File: src/rtl/store_buffer.sv
// Store buffer between the single-cycle datapath and data memory.
// Stores are accepted in one cycle into a small FIFO and drained in program
// order over a valid/ready write port. Loads are served combinationally,
// forwarding from the youngest matching queued store.
module store_buffer #(
  parameter int unsigned width = 32,
  parameter int unsigned DEPTH = 4,
  parameter int unsigned PTRW  = 2
) (
  input  logic             clk,
  input  logic             rst_n,
  input  logic             MemWrite,
  input  logic [width-1:0] ALUResult,
  input  logic [width-1:0] WriteData,
  output logic [width-1:0] ReadData,
  output logic             Stall,
  output logic             Empty,
  output logic [width-1:0] mem_raddr,
  input  logic [width-1:0] mem_rdata,
  output logic             bus_wvalid,
  output logic [width-1:0] bus_waddr,
  output logic [width-1:0] bus_wdata,
  input  logic             bus_wready
);

  localparam logic [PTRW:0] CntFull = (PTRW + 1)'(DEPTH);

  // Entry storage and queue bookkeeping
  logic [width-1:0] addr_q [DEPTH];
  logic [width-1:0] addr_d [DEPTH];
  logic [width-1:0] data_q [DEPTH];
  logic [width-1:0] data_d [DEPTH];
  logic [DEPTH-1:0] valid_q, valid_d;
  logic [PTRW-1:0]  wr_ptr_q, wr_ptr_d;
  logic [PTRW-1:0]  rd_ptr_q, rd_ptr_d;
  logic [PTRW:0]    count_q, count_d;

  logic full, enq, deq;

  // Handshake qualifiers; a full queue never bypasses, even if the head drains now
  always_comb begin
    full       = (count_q == CntFull);
    Stall      = MemWrite && full;
    enq        = MemWrite && !full;
    bus_wvalid = (count_q != '0);
    deq        = bus_wvalid && bus_wready;
    Empty      = (count_q == '0);
    bus_waddr  = addr_q[rd_ptr_q];
    bus_wdata  = data_q[rd_ptr_q];
  end

  // Next-state for entries, pointers and occupancy
  always_comb begin
    addr_d   = addr_q;
    data_d   = data_q;
    valid_d  = valid_q;
    wr_ptr_d = wr_ptr_q;
    rd_ptr_d = rd_ptr_q;
    count_d  = count_q;
    if (deq) begin
      valid_d[rd_ptr_q] = 1'b0;
      rd_ptr_d          = rd_ptr_q + 1'b1;
    end
    // Enqueue and dequeue never target the same slot: that needs full or empty
    if (enq) begin
      addr_d[wr_ptr_q]  = {ALUResult[width-1:2], 2'b00};
      data_d[wr_ptr_q]  = WriteData;
      valid_d[wr_ptr_q] = 1'b1;
      wr_ptr_d          = wr_ptr_q + 1'b1;
    end
    unique case ({enq, deq})
      2'b10:   count_d = count_q + 1'b1;
      2'b01:   count_d = count_q - 1'b1;
      default: count_d = count_q;
    endcase
  end

  // State registers, cleared asynchronously so queued stores are discarded at once
  always_ff @(posedge clk or negedge rst_n) begin
    if (!rst_n) begin
      for (int unsigned i = 0; i < DEPTH; i++) begin
        addr_q[i] <= '0;
        data_q[i] <= '0;
      end
      valid_q  <= '0;
      wr_ptr_q <= '0;
      rd_ptr_q <= '0;
      count_q  <= '0;
    end else begin
      for (int unsigned i = 0; i < DEPTH; i++) begin
        addr_q[i] <= addr_d[i];
        data_q[i] <= data_d[i];
      end
      valid_q  <= valid_d;
      wr_ptr_q <= wr_ptr_d;
      rd_ptr_q <= rd_ptr_d;
      count_q  <= count_d;
    end
  end

  // Load path: scan oldest to youngest so the youngest match wins
  always_comb begin
    logic [PTRW-1:0] idx;
    idx       = rd_ptr_q;
    mem_raddr = ALUResult;
    ReadData  = mem_rdata;
    for (int unsigned i = 0; i < DEPTH; i++) begin
      idx = rd_ptr_q + i[PTRW-1:0];
      if (valid_q[idx] && (addr_q[idx][width-1:2] == ALUResult[width-1:2])) begin
        ReadData = data_q[idx];
      end
    end
  end

endmodule

File: config.mk
export PLATFORM = sky130hd
export DESIGN_NAME = store_buffer
export DESIGN_NICKNAME = d
export VERILOG_FILES = /design/src/rtl/store_buffer.sv
export SDC_FILE = /design/constraint.sdc
export NUM_CORES = 1
export LEC_CHECK = 0
export ABC_CLOCK_PERIOD_IN_PS = 10600
export CORE_MARGIN = 5
export CORE_UTILIZATION = 63
export DETAILED_ROUTE_END_ITERATION = 10
export GPL_TIMING_DRIVEN = 0
export PLACE_DENSITY_LB_ADDON = 0.2
export REMOVE_ABC_BUFFERS = 1
export SLEW_MARGIN = 20
export SYNTH_ARGS = -nofsm -noshare
export SYNTH_HDL_FRONTEND = slang
export SYNTH_SLANG_ARGS = --single-unit
export TNS_END_PERCENT = 10
File: constraint.sdc
create_clock -name clk -period 10.6 [get_ports clk]
set_input_delay 2.65 -clock clk [delete_from_list [all_inputs] [get_ports clk]]
set_output_delay 2.65 -clock clk [all_outputs]
set_load 0.02 [all_outputs]
# --- After elaboration in Yosys (flattened, before gate mapping) ---
# Index checks and enable logic that the tools add are counted.
word_totals:
  ff_bits: 267
  input_bits: 100
  output_inout_bits: 131
  wordCells: 107
classes:
  add_sub_neg: 6
  magnitude_cmp: 13
  eq_ne: 7
  mux: 47
  bitwise_logic: 8
  n_reduce_logical: 14
op_table:
  columns: ["cell", "n"]
  rows:
  - ["32-bit 2-to-1 mux", 21]
  - ["32-bit binary-select mux with 2-bit select", 8]
  - ["128-bit bitwise mux", 2]
  - ["30-bit equality test", 4]
  - ["32-bit demux with 2-bit select", 1]
  - ["3-bit >= comparator, second input constant", 5]
  - ["2-bit by 3-bit < comparator with 1-bit output, second input constant", 5]
  - ["2-bit inverter with 3-bit output", 5]
  - ["1-bit logical AND", 10]
  - ["1-bit binary-select mux with 2-bit select", 4]
  - ["4-bit 2-to-1 mux", 2]
  - ["1-bit 2-to-1 mux", 6]
  - ["3-bit case mux with 2 select lines", 1]
  - ["2-bit by 1-bit adder with 2-bit output, second input constant", 2]
  - ["2-bit adder, second input constant", 2]
  - ["4-bit bitwise AND", 1]
  - ["1-bit demux with 2-bit select", 2]
  - ["2-bit by 1-bit >= comparator with 1-bit output, second input constant", 2]
  - ["4-bit inverter", 1]
  - ["4-bit bitwise OR", 1]
  - ["3-bit by 1-bit adder with 3-bit output, second input constant", 1]
  - ["3-bit equality test, second input constant", 1]
  - ["3-bit logical NOT", 1]
  - ["3-bit by 1-bit < comparator with 1-bit output, second input constant", 1]
  - ["other kinds (6)", 6]

# --- Logic depth before layout (Yosys ltp) ---
# Gate-level depths: netlist of the first run.
logic_depth:
  depth_word: 10
  depth_mapped: 22
  ltp_nobuf: 10

# --- Least setup slack after synthesis of the first run ---
# No wires, ideal clock.
synth_timing:
  kind: "input -> output"
  from: "input ALUResult[2]"
  to: "output ReadData[0]"
  arrival_ps: 5179
  required_ps: 7950
  setup_slack_ps: 2771
  stages: 12
  n_path_buf: 4
  path_cell_list: "buf_1 nand2_1 mux2i_1 a21oi_1 or4_1 or4_1 clkbuf_1 or2_1 buf_1 o311a_2 buf_6 a21oi_2"
synth_between:
  elab_chain_cells: 6
  word_cells_on_any_way: 12
  cone_classes: "4 x eq/ne; 4 x mux; 4 x reduce/logical"
synth_rtl:
  columns: ["item", "line", "text"]
  rows:
  - ["start, declared", "13", "input logic [width-1:0] ALUResult,"]
  - ["30-bit equality test", "109", "if (valid_q[idx] && (addr_q[idx][width-1:2] == ALUResult[width-1:2])) begin"]
  - ["1-bit logical AND", "109", null]
  - ["32-bit 2-to-1 mux (3 in series)", "109", null]
  - ["32-bit 2-to-1 mux (*)", "109", null]
  - ["end, declared", "15", "output logic [width-1:0] ReadData,"]
# Mark *: on every way between the ends. The rest lies on a longest branch, timed or not.

# --- Final worst setup path of the first run ---
layout_timing:
  from: "input ALUResult[5]"
  to: "output ReadData[4]"
# Same word-level chain as after synthesis.

==> results of run 1 <==
[cells by family (layout without fill, tap and decap cells)]
group / count (synthesis) / count (layout) / share of synthesized area (%)
AO/OA/AOI/OAI: 279 / 279 / 10.8
XOR/XNOR: 101 / 101 / 4.26
adder cells (fa/ha/maj): 10 / 10 / 0.639
buffers and inverters: 243 / 334 / 5.99
flip-flops: 259 / 259 / 31.2
multiplexers: 569 / 569 / 40.6
other: 1 / 3 / 0.0181
AND/OR/NAND/NOR: 239 / 239 / 6.44
[registers in the layout (all words and copies together), names as in the netlist]
signal,flops
rd_ptr_q,2
count_q,3
valid_q,4
wr_ptr_q,2
addr_q,120
data_q,128
[routing by layer]
layer	vias to the layer above	GRT usage (%)	wire [µm]	part of all wire, %
met5	-	0	13	0.022
met4	2	12.5	2490	4.2
met3	170	4.95	5210	8.8
met2	932	53.2	29100	49
met1	8175	43.7	22400	38
li1	6816	-	-	-
[critical path, delay by kind of cell]
family	cells	cell delay [ns]
buf+inv	3	1.62
xor+xnor	1	0.34
compound gates	4	1.50
simple gates	2	1.44
[per-stage QoR]
step	hold slack (ns)	utilization (%)
3_5_place_dp	0.497	71.5
5_1_grt	0.529	74.5
2_1_floorplan	0.469	-
6_report	0.507	74.5
4_1_cts	0.509	74.5
3_3_place_gp	0.487	68.9
[worst min path at each step]
| stage | start | end | slack (ns) |
|---|---|---|---|
| after floorplan | count_q[2] | count_q[2] | 0.47 |
| after global placement | count_q[2] | count_q[2] | 0.49 |
| after detailed placement | count_q[2] | count_q[2] | 0.50 |
| after CTS | count_q[2] | count_q[2] | 0.51 |
| after global routing | count_q[2] | count_q[2] | 0.53 |
| final | count_q[2] | count_q[2] | 0.51 |
[layout make-up]
class | count | area, µm² | area share [%]
Multi-Input combinational cell | 1200 | 13100 | 54.1
Sequential cell | 259 | 6490 | 26.8
Timing Repair Buffer | 257 | 2990 | 12.3
Clock buffer | 41 | 851 | 3.51
Tap cell | 442 | 553 | 2.28
Clock inverter | 12 | 144 | 0.593
Inverter | 24 | 90.1 | 0.371
Antenna cell | 1 | 2.50 | 0.0103
[where the power goes]
group          internal (mW)  total (mW)  switching [mW]
Clock                  0.629        1.05           0.418
Combinational           3.20        6.04            2.84
Sequential              1.50        2.15           0.654
Total                   5.33        9.24            3.91
[cells in the final DEF (no fill, tap or decap), types with 8 or more instances in the layout]
master,Yosys,layout
xnor2_1,77,77
or2_1,33,32
a221oi_1,11,11
nand4_1,12,12
o21ai_0,46,46
ha_1,9,8
xor2_1,24,24
dfrtp_1,259,257
inv_1,22,22
o311ai_1,30,30
a31oi_1,34,34
a2111oi_2,32,32
clkbuf_16,0,29
nor2_1,23,23
or4_1,37,34
buf_16,0,19
mux2i_1,152,152
mux4_2,197,197
clkbuf_8,0,8
a21oi_1,27,27
nor3b_1,32,32
mux2_2,214,214
nand2_1,74,69
clkdlybuf4s50_1,0,222
o22ai_1,11,11
a2111oi_0,8,8
a21oi_2,30,30
==> out/metrics.csv, run 1 <==
metric,value,unit
route.vias.total,16100,
initialDrtViolationCount,1641,
powerDensity,381,nW/µm²
setup_violations,0,
coreArea,32500,µm²
gr-total-overflow,0,
setup-tns-final,0,ns
syn-cell-area,20800,µm²
synth_top_area_share,31.2,%
die_y,192,µm
max_clock_freq,97.6,MHz
cts.htree.levels,1,
placed_area,23200,µm²
fp.dieW,192,µm
drt_wl_total,59.2,mm
yosys.area.top_type,dfrtp_1,
cp_data_arrival_time,7.60,ns
grt_pass1_wl,93.9,mm
r2r_end,data_q[6],
cpPeakStageDelay,0.97,ns
holdPathStages,1,
nFillCells,2187,
syn_to_final_growth,16.8,%
via_per_inst,7.20,
crit_required,7.95,ns
worst_slack,0.351,ns
ys.warnings.count,0,
hpwl,39.3,mm
hold_buffers,0,
status,"finished, final reports clean",
synthArstFlopShare,100,%
crit_end,ReadData[4],
synthCells,1701,
rsz0062_at_grt,no,
path_cells,dlymetal6s2s_1 -> xnor2_1 -> a2111oi_0 -> o21ai_1 -> or4_2 -> buf_16 -> or2_2 -> o311a_2 -> a21oi_2 -> clkdlybuf4s50_1,
finalClockSkew,0.0182,ns
worstHoldPathType,reg2reg,
initial_utilization,63.8,%
cp-start-kind,input port,
groute.usage.overall,32.3,%
synthFlopType,dfrtp_1,
grt_pass1_vias,16300,
period_minus_slack,10.25,ns
post-route-drc-count,0,
cts_buffer_depth,3,
clkTransAtPathRegs,0.06,ns
grt_antenna_before_repair,1,
fin_crit_sh,96.7,%
drtPass1Iterations,6,
hold_violations,0,
rrSetupSlack,7.92,ns
grt_max_degree,92,
drv_cap,0,
cts_sinks,259,
reg2regPathDepth,5,
worstSkewPairLatency,0.56,ns
slew_viol_final,0,
cts_tree,done,
yosysMostFrequentCell,dfrtp_1,
post_drt_wl_per_cell,26.5,µm
num_rows,66,
peakVddDrop,0.240,mV
cp_max_fo,32,
nets,1881,
power_leakage,9.01,nW
crit_slowest_cell,or4_2,
finalNonFillerCells,2236,
synth.distinct_cells,64,
io_buffers,224,
final_cell_area,24200,µm²
synth_enable_flop_cells,0,
ys_ff_latch,259,
dieArea,36700,µm²
regToRegStartpoint,count_q[0],
root_buffer,clkbuf_16,
ios,231,
dpl_worst_slack,0.122,ns
total_power,9.24,mW
synth-seq-area-share,31.2,%
avgSynthCellArea,12.2,µm²
cts_setup_buffers,0,
critPathKind,in2out,
synthTopCellsByArea,"dfrtp_1 (31%), mux4_2 (21%), mux2_2 (12%)",
startpoint,ALUResult[5],
slew_headroom,27.3,%
drive_above_1_share,32.3,%
cts_resized,0,
endpoint_kind,output port,
cts_buffers,29,
ant_nets,0,
synth_commonest_cells,"dfrtp_1 (259), mux2_2 (214), mux4_2 (197), mux2i_1 (152), clkbuf_1 (111)",
dp.cells,2182,
gp_congestion,0.984,
worstMarginPinSlew,1.06,ns
Power figures use the tool's default switching activity.
==> run 2, diff against run 1 <==
--- a/config.mk
+++ b/config.mk
@@ -5,13 +5,13 @@
 export SDC_FILE = /design/constraint.sdc
 export NUM_CORES = 1
 export LEC_CHECK = 0
-export ABC_CLOCK_PERIOD_IN_PS = 10600
+export ABC_CLOCK_PERIOD_IN_PS = 11830
 export CORE_MARGIN = 5
 export CORE_UTILIZATION = 63
+export CTS_CLUSTER_DIAMETER = 50
 export DETAILED_ROUTE_END_ITERATION = 10
 export GPL_TIMING_DRIVEN = 0
 export PLACE_DENSITY_LB_ADDON = 0.2
-export REMOVE_ABC_BUFFERS = 1
 export SLEW_MARGIN = 20
 export SYNTH_ARGS = -nofsm -noshare
 export SYNTH_HDL_FRONTEND = slang
==> constraint.sdc (replaced) <==
create_clock -name clk -period 11.83 [get_ports clk]
set_input_delay 2.9575 -clock clk [delete_from_list [all_inputs] [get_ports clk]]
set_output_delay 2.9575 -clock clk [all_outputs]
set_load 0.02 [all_outputs]
==> run 2 against run 1 <==
Effect of this change:
- hold slack gained 0.0039 ns
- clock skew hardly changed
- count of clock-buffer cells in the layout increased by 2
- routed wire length grew 35%
- via count increased by 14%
- clock power up 9.5%
- sequential power is 8% lower
- flip-flop and latch count unchanged
==> out/metrics.csv, run 2 (synthesis gave the netlist of run 1 again) <==
metric,value,unit,change
drt_wl_total,79.7,mm,+35%
hold_buffers,0,,unchanged
power_leakage,9.30,nW,+3.2%
grt_max_degree,77,,-16%
coreArea,32500,µm²,unchanged
grt_pass1_vias,18500,,+13%
final_cell_mix,"dfrtp_1 (259), mux2_2 (214), clkdlybuf4s50_1 (210)",,
syn_to_final_growth,19.3,%,
num_rows,66,,unchanged
largest_register_ffs,128,,unchanged
dp.cells,2358,,+8.1%
worstSkewPairLatency,0.55,ns,about the same
io_buffers,211,,-5.8%
post_drt_wl_per_cell,32.9,µm,+24%
cpMostUsedCell,buf_6,,
path_cells,buf_4 -> inv_2 -> clkbuf_1 -> buf_2 -> buf_1 -> ha_1 -> buf_6 -> buf_6 -> buf_6 -> buf_6 -> buf_6 -> buf_6 -> buf_6 -> mux2i_1 -> mux2i_1 -> a21oi_1 -> nor4_1 -> and3_1 -> clkbuf_1 -> o311ai_1 -> a31oi_1 -> a21oi_2 -> clkdlybuf4s50_1,,
largest_register,data_q,,
slew_viol_final,0,,unchanged
route.vias.total,18400,,+14%
crit_slowest_cell,buf_1,,
drive_above_1_share,32.4,%,+0.093 points
grt_pass1_wl,119,mm,+26%
ant_nets,0,,unchanged
cts_buffer_depth,3,,unchanged
peakVddDrop,0.258,mV,+7.3%
critical_path.top_delay_family,buffers and inverters,,
fp.dieW,192,µm,unchanged
cp_max_fo,11,,-66%
hpwl,56.9,mm,+45%
setup-tns-final,0,ns,unchanged
endpoint_kind,output port,,
period_minus_slack,11.65,ns,
cts_buffers,35,,+21%
initialDrtViolationCount,2477,,+51%
cts_resized,0,,unchanged
initial_utilization,63.8,%,unchanged
finalNonFillerCells,2421,,+8.3%
cts_tree,done,,
nets,2063,,+9.7%
dieArea,36700,µm²,unchanged
cp-start-kind,flip-flop,,
max_clock_freq,85.9,MHz,
cts_sinks,259,,unchanged
gp_congestion,1.07,,+9.0%
worstMarginPinSlew,1.17,ns,+0.104 ns
critPathKind,reg2out,,
path_buf_inv,14,,+11
cts.htree.levels,2,,+1
grt_antenna_before_repair,1,,unchanged
gr-total-overflow,0,,unchanged
diodes,0,,-1
clkTransAtPathRegs,0.06,ns,about the same
cts_setup_buffers,0,,unchanged
drv_cap,0,,unchanged
reg_top3,"data_q (128), addr_q (120), valid_q (4)",,
status,"finished, final reports clean",,
fin_crit_sh,98.5,%,
root_buffer,clkbuf_16,,
die_y,192,µm,unchanged
setup_violations,0,,unchanged
via_per_inst,7.59,,+5.5%
groute.usage.overall,43.5,%,+11 points
drtPass1Iterations,6,,unchanged
layout_commonest_cell,dfrtp_1,,
crit_required,8.87,ns,+0.92 ns
rsz0062_at_grt,no,,
slew_headroom,22.2,%,-5.1 points
worstHoldPathType,reg2reg,,
cpPeakStageDelay,0.72,ns,-0.25 ns
cp_data_arrival_time,8.69,ns,+1.09 ns
post-route-drc-count,0,,unchanged
hold_violations,0,,unchanged
powerDensity,365,nW/µm²,-4.1%
finalClockSkew,0.0185,ns,+0.000353 ns
ios,231,,unchanged
## run 2: cell types whose count changed in the layout (fill, tap and decap cells not counted), sizes merged
cell           previous run  this run
dlymetal6s2s              1         0
clkinvlp                  2         1
clkbuf                   41       154
bufinv                    3         5
clkdlybuf4s50           222       210
inv                      23        29
buf                      34       112
clkinv                    8         9
diode                     1         0
## run 2: metrics by stage
stage	hold WS (ns)	setup slack [ns]	power [mW]	area [µm²]	utilization, %
final	0.511	0.183	9.04	24800	76.1
after CTS	0.508	0.584	8.84	24800	76.1
after detailed placement	0.498	1.22	7.64	23500	72.3
after global routing	0.529	0.252	9.33	24800	76.1
after floorplan	0.469	3.39	5.71	20800	-
after global placement	0.486	-3.11	7.50	23400	72.0
## run 2: area by class of cell
| type | instances | area [µm²] |
|---|---|---|
| multi-input cells | 1200 | 13000 |
| fillers | 2094 | 7780 |
| flip-flops and latches | 259 | 6480 |
| repair buffers | 214 | 2200 |
| plain buffers | 219 | 1160 |
| clock buffers | 43 | 976 |
| well taps | 442 | 553 |
| clock inverters | 20 | 264 |
| inverters | 24 | 90.1 |
## run 2: worst reg2reg max path, delay by kind of cell (launching register included)
kind            cells  cell delay [ns]
buf+inv            14             4.71
compound gates      1             0.11
flops               1             0.51
simple gates        1             0.12
fa+ha+maj           1             0.30
## run 2: path summary, 6_finish.rpt
kind                            cells after the start           end        start  slack, ns
worst max-delay path                               23  ReadData[23]  rd_ptr_q[0]       0.18
worst min-delay path                                1    count_q[2]   count_q[2]       0.51
worst max register to register                     17   rd_ptr_q[1]  rd_ptr_q[0]       6.00
worst min register to register                      1    count_q[2]   count_q[2]       0.51
max in group asynchronous                           3    count_q[2]        rst_n       8.40
min in group asynchronous                           1    addr_q[48]        rst_n       2.35
## run 2: metal layers
layer	wire, µm	global-route usage [%]	part of all wire [%]	vias up
met3	12400	17.2	16	323
li1	-	-	-	7173
met2	34000	61.6	43	1790
met1	29400	60.0	37	9092
met5	0	0	0	-
met4	4020	18.3	5.0	0
## run 2: report_power, final
part           internal (mW)  switching, mW
registers               1.34          0.642
clock network          0.703          0.443
logic                   2.84           3.08
total                   4.88           4.16
==> run 3, diff against run 2 <==
--- a/config.mk
+++ b/config.mk
@@ -11,9 +11,9 @@
 export CTS_CLUSTER_DIAMETER = 50
 export DETAILED_ROUTE_END_ITERATION = 10
 export GPL_TIMING_DRIVEN = 0
+export HOLD_SLACK_MARGIN = 0.12
 export PLACE_DENSITY_LB_ADDON = 0.2
 export SLEW_MARGIN = 20
 export SYNTH_ARGS = -nofsm -noshare
 export SYNTH_HDL_FRONTEND = slang
 export SYNTH_SLANG_ARGS = --single-unit
-export TNS_END_PERCENT = 10
==> results of run 3 <==
Same layout as run 2: the final DEF is identical, and so are final timing and power.
